**config.mk**
```make
export PLATFORM = sky130hd
export DESIGN_NAME = core_launcher
export DESIGN_NICKNAME = d
export VERILOG_FILES = /design/src/rtl/core_launcher.sv
export SDC_FILE = /design/constraint.sdc
export NUM_CORES = 1
export LEC_CHECK = 0
export ABC_AREA = 1
export CAP_MARGIN = 20
export CORE_ASPECT_RATIO = 1.1
export CORE_MARGIN = 8
export CORE_UTILIZATION = 57
export DETAILED_ROUTE_END_ITERATION = 16
export DONT_BUFFER_PORTS = 1
export PLACE_DENSITY = 0.72
export SLEW_MARGIN = 20
export SYNTH_ARGS = -nofsm -noshare
export SYNTH_HDL_FRONTEND = slang
export SYNTH_SLANG_ARGS = --single-unit
```
**constraint.sdc**
```tcl
create_clock -name i_clk -period 1.35 [get_ports i_clk]
set_clock_uncertainty 0.05 [all_clocks]
set_input_delay 0.27 -clock i_clk [delete_from_list [all_inputs] [get_ports i_clk]]
set_output_delay 0.27 -clock i_clk [all_outputs]
set_load 0.01 [all_outputs]
```
**src/rtl/core_launcher.sv**
```systemverilog
// core_launcher
//   Host-side initiator for the core's start/done handshake. Streams machine
//   words into instruction memory, pulses start to the core, waits for done
//   and reports run length and outcome.
//
// Optional feature macro: CORE_LAUNCHER_WATCHDOG_EN
//   Defined   : RUN ends with o_timeout=1 once o_cycle_count reaches
//               TIMEOUT_CYCLES without core_done.
//   Undefined : RUN waits indefinitely, o_timeout is always 0.
//
// Handshake: a load word transfers on a rising clock edge where
//   i_load_valid && o_load_ready are both high. The source must hold
//   i_load_data/i_load_last stable while i_load_valid=1 and o_load_ready=0.
//
// Ports:
//   i_clk, i_reset        clock, synchronous active-high reset
//   i_load_valid/o_load_ready/i_load_data/i_load_last  program load stream
//   i_launch              request a run of the loaded program
//   o_imem_wen/o_imem_waddr/o_imem_wdata  instruction-memory write port
//   o_start               one-cycle start pulse to the core
//   i_core_done           core's done output
//   o_busy                high in every state except IDLE
//   o_finished/o_timeout  run outcome flags
//   o_cycle_count         cycles spent in RUN (saturating)
//   o_instr_count         number of words loaded
//   o_state               debug view of the FSM state
module core_launcher #(
  parameter int ADDR_W         = 8,
  parameter int INSTR_W        = 9,
  parameter int CNT_W          = 16,
  parameter int TIMEOUT_CYCLES = 4096
) (
  input  logic               i_clk,
  input  logic               i_reset,
  input  logic               i_load_valid,
  output logic               o_load_ready,
  input  logic [INSTR_W-1:0] i_load_data,
  input  logic               i_load_last,
  input  logic               i_launch,
  output logic               o_imem_wen,
  output logic [ADDR_W-1:0]  o_imem_waddr,
  output logic [INSTR_W-1:0] o_imem_wdata,
  output logic               o_start,
  input  logic               i_core_done,
  output logic               o_busy,
  output logic               o_finished,
  output logic               o_timeout,
  output logic [CNT_W-1:0]   o_cycle_count,
  output logic [ADDR_W:0]    o_instr_count,
  output logic [2:0]         o_state
);

  typedef enum logic [2:0] {
    S_IDLE  = 3'd0,
    S_LOAD  = 3'd1,
    S_ARMED = 3'd2,
    S_START = 3'd3,
    S_RUN   = 3'd4,
    S_END   = 3'd5
  } state_t;

  state_t             r_state;
  state_t             w_next;
  logic [ADDR_W:0]    r_instr_count;
  logic [CNT_W-1:0]   r_cycle_count;
  logic               r_finished;
  logic               r_timeout;

  logic               w_accept;
  logic               w_at_top;
  logic               w_first_run;
  logic               w_done;
  logic               w_wd_hit;

  assign o_load_ready = (r_state == S_IDLE) || (r_state == S_LOAD) || (r_state == S_END);
  assign w_accept     = i_load_valid && o_load_ready;

  // Only LOAD continues a program; IDLE and END always begin at address 0.
  assign w_at_top     = (r_state == S_LOAD) && (r_instr_count[ADDR_W-1:0] == '1);

  // cycle_count is cleared in START and never wraps back to zero, so a zero
  // count in RUN identifies the first RUN cycle, whose done may be stale.
  assign w_first_run  = (r_cycle_count == '0);
  assign w_done       = i_core_done && !w_first_run;

`ifdef CORE_LAUNCHER_WATCHDOG_EN
  localparam logic [CNT_W-1:0] TIMEOUT_C = CNT_W'(TIMEOUT_CYCLES);
  assign w_wd_hit = (r_cycle_count == TIMEOUT_C);
`else
  logic w_unused_timeout_param;
  assign w_unused_timeout_param = |TIMEOUT_CYCLES;
  assign w_wd_hit = 1'b0;
`endif

  always_comb begin
    w_next = r_state;
    case (r_state)
      S_IDLE, S_END: begin
        // A load beat wins over a simultaneous launch.
        if (w_accept)      w_next = i_load_last ? S_ARMED : S_LOAD;
        else if (i_launch) w_next = S_START;
      end
      S_LOAD: begin
        if (w_accept && (i_load_last || w_at_top)) w_next = S_ARMED;
      end
      S_ARMED: begin
        if (i_launch) w_next = S_START;
      end
      S_START: w_next = S_RUN;
      S_RUN: begin
        if (w_done || w_wd_hit) w_next = S_END;
      end
      default: w_next = S_IDLE;
    endcase
  end

  always_ff @(posedge i_clk) begin
    if (i_reset) begin
      r_state       <= S_IDLE;
      r_instr_count <= '0;
      r_cycle_count <= '0;
      r_finished    <= 1'b0;
      r_timeout     <= 1'b0;
    end else begin
      r_state <= w_next;

      if (w_accept) begin
        if (r_state == S_LOAD) begin
          r_instr_count <= r_instr_count + 1'b1;
        end else begin
          r_instr_count <= (ADDR_W+1)'(1);
          r_finished    <= 1'b0;
          r_timeout     <= 1'b0;
        end
      end

      if (r_state == S_START) begin
        r_cycle_count <= '0;
        r_finished    <= 1'b0;
        r_timeout     <= 1'b0;
      end

      if (r_state == S_RUN) begin
        // done takes priority over the watchdog when both land together;
        // the count freezes on the terminating edge.
        if (w_done)                   r_finished    <= 1'b1;
        else if (w_wd_hit)            r_timeout     <= 1'b1;
        else if (r_cycle_count != '1) r_cycle_count <= r_cycle_count + 1'b1;
      end
    end
  end

  assign o_imem_wen    = w_accept;
  assign o_imem_waddr  = (r_state == S_LOAD) ? r_instr_count[ADDR_W-1:0] : '0;
  assign o_imem_wdata  = i_load_data;
  assign o_start       = (r_state == S_START);
  assign o_busy        = (r_state != S_IDLE);
  assign o_finished    = r_finished;
  assign o_timeout     = r_timeout;
  assign o_cycle_count = r_cycle_count;
  assign o_instr_count = r_instr_count;
  assign o_state       = r_state;

endmodule

```
==> results of run 1 <==
==> timing repair <==
action / in CTS
setup buffers: 24
hold endpoints to repair: 9
hold buffers: 2
pin swaps: 26
endpoints found under the setup margin: 30
gates resized for setup: 74
cloned: 3
==> metrics by stage <==
step / util [%] / hold slack [ns] / std cells / instance area, um2
after floorplan: - / 0.385 / 315 / 2060
after global placement: 75.5 / 0.286 / 414 / 2510
after detailed placement: 75.5 / 0.287 / 414 / 2510
after CTS: 94.8 / 0.00812 / 449 / 3160
==> cell families after synthesis <==
kind of cell,Yosys count,synth area share (%)
flip-flops,29,29.5
other,1,0.190
XOR/XNOR,3,1.33
AND/OR/NAND/NOR,182,41.8
AO/OA/AOI/OAI,41,11.8
adder cells (fa/ha/maj),3,1.90
buffers and inverters,56,13.5
==> summary.md, run 1 <==
| Metric | Value |
|---|---|
| Status | aborted with a tool error |
| Stage reached | 5_1_grt |
| Stop err | [ERROR DPL-0038] Utilization greater than 100%, impossible to legalize |
| Cts bufs inserted | 5 |
| Mapped cell area | 1970 um2 |
| Most frequent cells after synthesis | 74 x nand2_1, 61 x nor2_1, 35 x inv_1, 29 x dfxtp_1 |
| Yosys cell types | 32 |
| Place WS | -0.153 ns |
| CTS sink cnt | 29 |
| Pin count of the biggest net entering global routing | 11 |
| Synth area leader | dfxtp_1 |
| Die W | 72.1 um |
| Most common flop cell mapped by yosys | dfxtp_1 |
| I/O pin total | 66 |
| Starting Density | 59.2% |
| Worst EP Category | register input |
| Most instantiated library cell after synthesis | nand2_1 |
| Post-synthesis register bit count | 29 |
| H-tree Lvls | 2 |
| Syn Area/Cell | 6.26 um2 |
| Yosys Warn Count | 0 |
| Post-DP HPWL | 4.32 mm |
| Clock root buffer master | clkbuf_4 |
| Clock Path Buffers | 2 |
| Die Y | 77.7 um |
| IO buf count | 0 |
| Synth top area share | 29.5% |
| Syn Nets | 333 |
| Row count | 22 |
| Mapped Cells | 315 |
| Gpl congestion | 0.891 |
| Largest cells by area after synthesis | dfxtp_1 29%, nand2_1 14%, nor2_1 12% |
| Post-synth EDFFs | 0 |
| Fraction of registers with async set or reset after synthesis | 0% |
| Seq/Total Area, Yosys | 29.5% |
| GRT worst endpoint | o_cycle_count[8]$_SDFF_PP0_/D |
==> run 2, diff against run 1 <==
--- a/config.mk
+++ b/config.mk
@@ -7,12 +7,11 @@
 export LEC_CHECK = 0
 export ABC_AREA = 1
 export CAP_MARGIN = 20
-export CORE_ASPECT_RATIO = 1.1
 export CORE_MARGIN = 8
-export CORE_UTILIZATION = 57
+export CORE_UTILIZATION = 40
 export DETAILED_ROUTE_END_ITERATION = 16
 export DONT_BUFFER_PORTS = 1
-export PLACE_DENSITY = 0.72
+export PLACE_DENSITY_LB_ADDON = 0.15
 export SLEW_MARGIN = 20
 export SYNTH_ARGS = -nofsm -noshare
 export SYNTH_HDL_FRONTEND = slang
==> constraint.sdc (replaced) <==
create_clock -name i_clk -period 1.8 [get_ports i_clk]
set_clock_uncertainty 0.05 [all_clocks]
set_input_delay 0.36 -clock i_clk [delete_from_list [all_inputs] [get_ports i_clk]]
set_output_delay 0.36 -clock i_clk [all_outputs]
set_load 0.01 [all_outputs]
==> run 2 against run 1 <==
  * The flow now finishes without violations
  * Synthesized cell count did not move
  * Area after synthesis did not move
==> summary.md, run 2 <==
| Metric | Value |
|---|---|
| Synth area leader | dfxtp_1 |
| H-tree Lvls | 2 (unchanged) |
| Detailed Routing Iterations Pass 1 | 4 |
| Share of cells above drive strength 1 | 18.6% |
| WL final | 5.24 mm |
| DRT iter0 DRCs | 129 |
| Seq/Total Area, Yosys | 29.5% (unchanged) |
| Commonest non-fill, non-tap cell in the layout | nand2_1 |
| P_leak | 0.928 nW |
| Die W | 86.2 um (+20%) |
| Die Footprint | 7430 um2 |
| Setup TNS | 0 ns |
| Design Area, Final | 2230 um2 |
| Post-synth EDFFs | 0 (unchanged) |
| Largest fanout on the critical path | 5 |
| First-pass GRT wire length | 8.85 mm |
| I/O pin total | 66 (unchanged) |
| Synth top area share | 29.5% (unchanged) |
| Placed instance area | 2100 um2 (-17%) |
| Gpl congestion | 0.848 (-4.9%) |
| Worst VDD drop | 377 uV |
| Clk pin slew, worst setup/hold paths | 0.07 ns |
| Cts bufs inserted | 5 (unchanged) |
| CTS sink cnt | 29 (unchanged) |
| Post-DP HPWL | 4.10 mm (-5.0%) |
| Syn Area/Cell | 6.26 um2 (unchanged) |
| Max Cap Viol | 0 |
| FF-to-FF setup slack | 0.14 ns |
| Total track usage | 14.6% |
| Post-synthesis register bit count | 29 (unchanged) |
| Max-slew violation count | 0 |
| Core ar. | 4720 um2 |
| Mapped Cells | 315 (unchanged) |
| Most frequent cells after synthesis | 74 x nand2_1, 61 x nor2_1, 35 x inv_1, 29 x dfxtp_1 |
| Setup CP Type | reg -> out |
| # DRC | 0 |
| Wire length per cell | 13.3 um |
| Vias in the first global route | 1865 |
| Largest register FFs | 16 |
| # nets final | 345 |
| Clock Path Buffers | 2 (unchanged) |
| DR vias/cell | 4.88 |
| Die Y | 86.2 um (+11%) |
| Largest cells by area after synthesis | dfxtp_1 29%, nand2_1 14%, nor2_1 12% |
| Worst-skew pair later-pin latency | 0.28 ns |
| Total grt overflow | 0 |
| Cell Pwr Density | 903 nW/um2 |
| CP startpoint kind | flop |
| Final setup fails | 0 |
| Yosys cell types | 32 (unchanged) |
| Total power draw | 2.01 mW |
| Remaining antenna violation count | 0 |
| Fillers | 507 |
| Layout area overhead | 13.0% |
| Pin count of the biggest net entering global routing | 18 |
| Diode count | 0 |
| Crit. End Element | primary output |
| Hold Violations, Final | 0 |
| Row count | 25 (+14%) |
| Commonest non-fill, non-tap cells in the layout | 74 x nand2_1, 54 x nor2_1, 34 x inv_1 |
| Most instantiated library cell after synthesis | nand2_1 |
| Fmax | 584 MHz |
| Most common flop cell mapped by yosys | dfxtp_1 |
| Tcrit/Tclk final | 95.1% |
| Worst min path class | in -> reg |
| Via count | 1928 |
| Initial antenna violation count | 0 |
| Syn Nets | 333 (unchanged) |
| Post-layout min period | 1.71 ns |
| Worst Path Required | 1.39 ns |
| WP data arrival | 1.30 ns |
| Fraction of registers with async set or reset after synthesis | 0% (unchanged) |
| Starting Density | 41.7% (-17 points) |
| Mapped cell area | 1970 um2 (unchanged) |
| Status | completed |
| CTS tree | done |
| IO buf count | 0 (unchanged) |
| Unrepaired setup endpoints after global routing | no |
| Clock root buffer master | clkbuf_8 |
| Yosys Warn Count | 0 (unchanged) |
run 2: what timing repair did:
item	CTS	global route
hold buffers	0	0
endpoints found under the setup margin	7	10
setup buffers	0	0
hold endpoints to repair	0	0
resized for setup	11	4
run 2: worst max-delay path: stages (launching register included):
cell and delay, ns:
dfxtp_2 0.36, inv_2 0.11, nand2_1 0.09, nor2_4 0.13, buf_4 0.16, nand2_1 0.05
inv_1 0.12
run 2: routing by layer:
layer	track usage, %	share of wire [%]
met1	18.1	47
met2	23.0	43
met3	4.63	9.4
met4	5.32	0.95
met5	0	0
run 2: layout make-up:
cell class | instances | area (um2) | share of cell area (%)
Multi-Input combinational cell | 230 | 1140 | 51.3
Timing Repair Buffer | 21 | 158 | 7.08
Sequential cell | 29 | 587 | 26.4
Inverter | 40 | 155 | 6.97
Tap cell | 67 | 83.8 | 3.77
Clock inverter | 1 | 5.00 | 0.225
Clock buffer | 7 | 96.3 | 4.33
run 2: kinds of logic after synthesis:
kind of cell / synth area share, %
other: 0.190
and+or+nand+nor: 41.8
adders and majority gates: 1.90
DFF: 29.5
xor gates and xnor gates: 1.33
buffers and inverters: 13.5
AOI/OAI and AO/OA: 11.8
run 2: report_power, final:
group	internal [mW]	switching (mW)	leakage [nW]
clock	0.345	0.254	0.0542
combinational	0.229	0.424	0.637
sequential	0.687	0.0708	0.237
total	1.26	0.749	0.928
run 2: final timing paths:
check,cells after the start,startpoint,to
setup / recovery,6,o_state[1],o_imem_waddr[0]
setup reg to reg,8,o_cycle_count[12],o_cycle_count[0]
hold reg to reg,2,o_instr_count[4],o_instr_count[4]
hold / removal,1,i_reset,o_state[0]
run 2: metrics by stage:
step	hold WS (ns)	utilization [%]	setup slack (ns)	std cells
floorplan	0.462	-	0.239	315
global placement	0.378	44.4	0.167	387
detailed placement	0.381	44.4	0.130	387
CTS	0.0779	47.0	0.0303	395
global route	0.0745	47.1	0.00994	395
finish	0.0886	47.1	0.0889	395
Note: power is estimated with default switching activity, not from simulation.
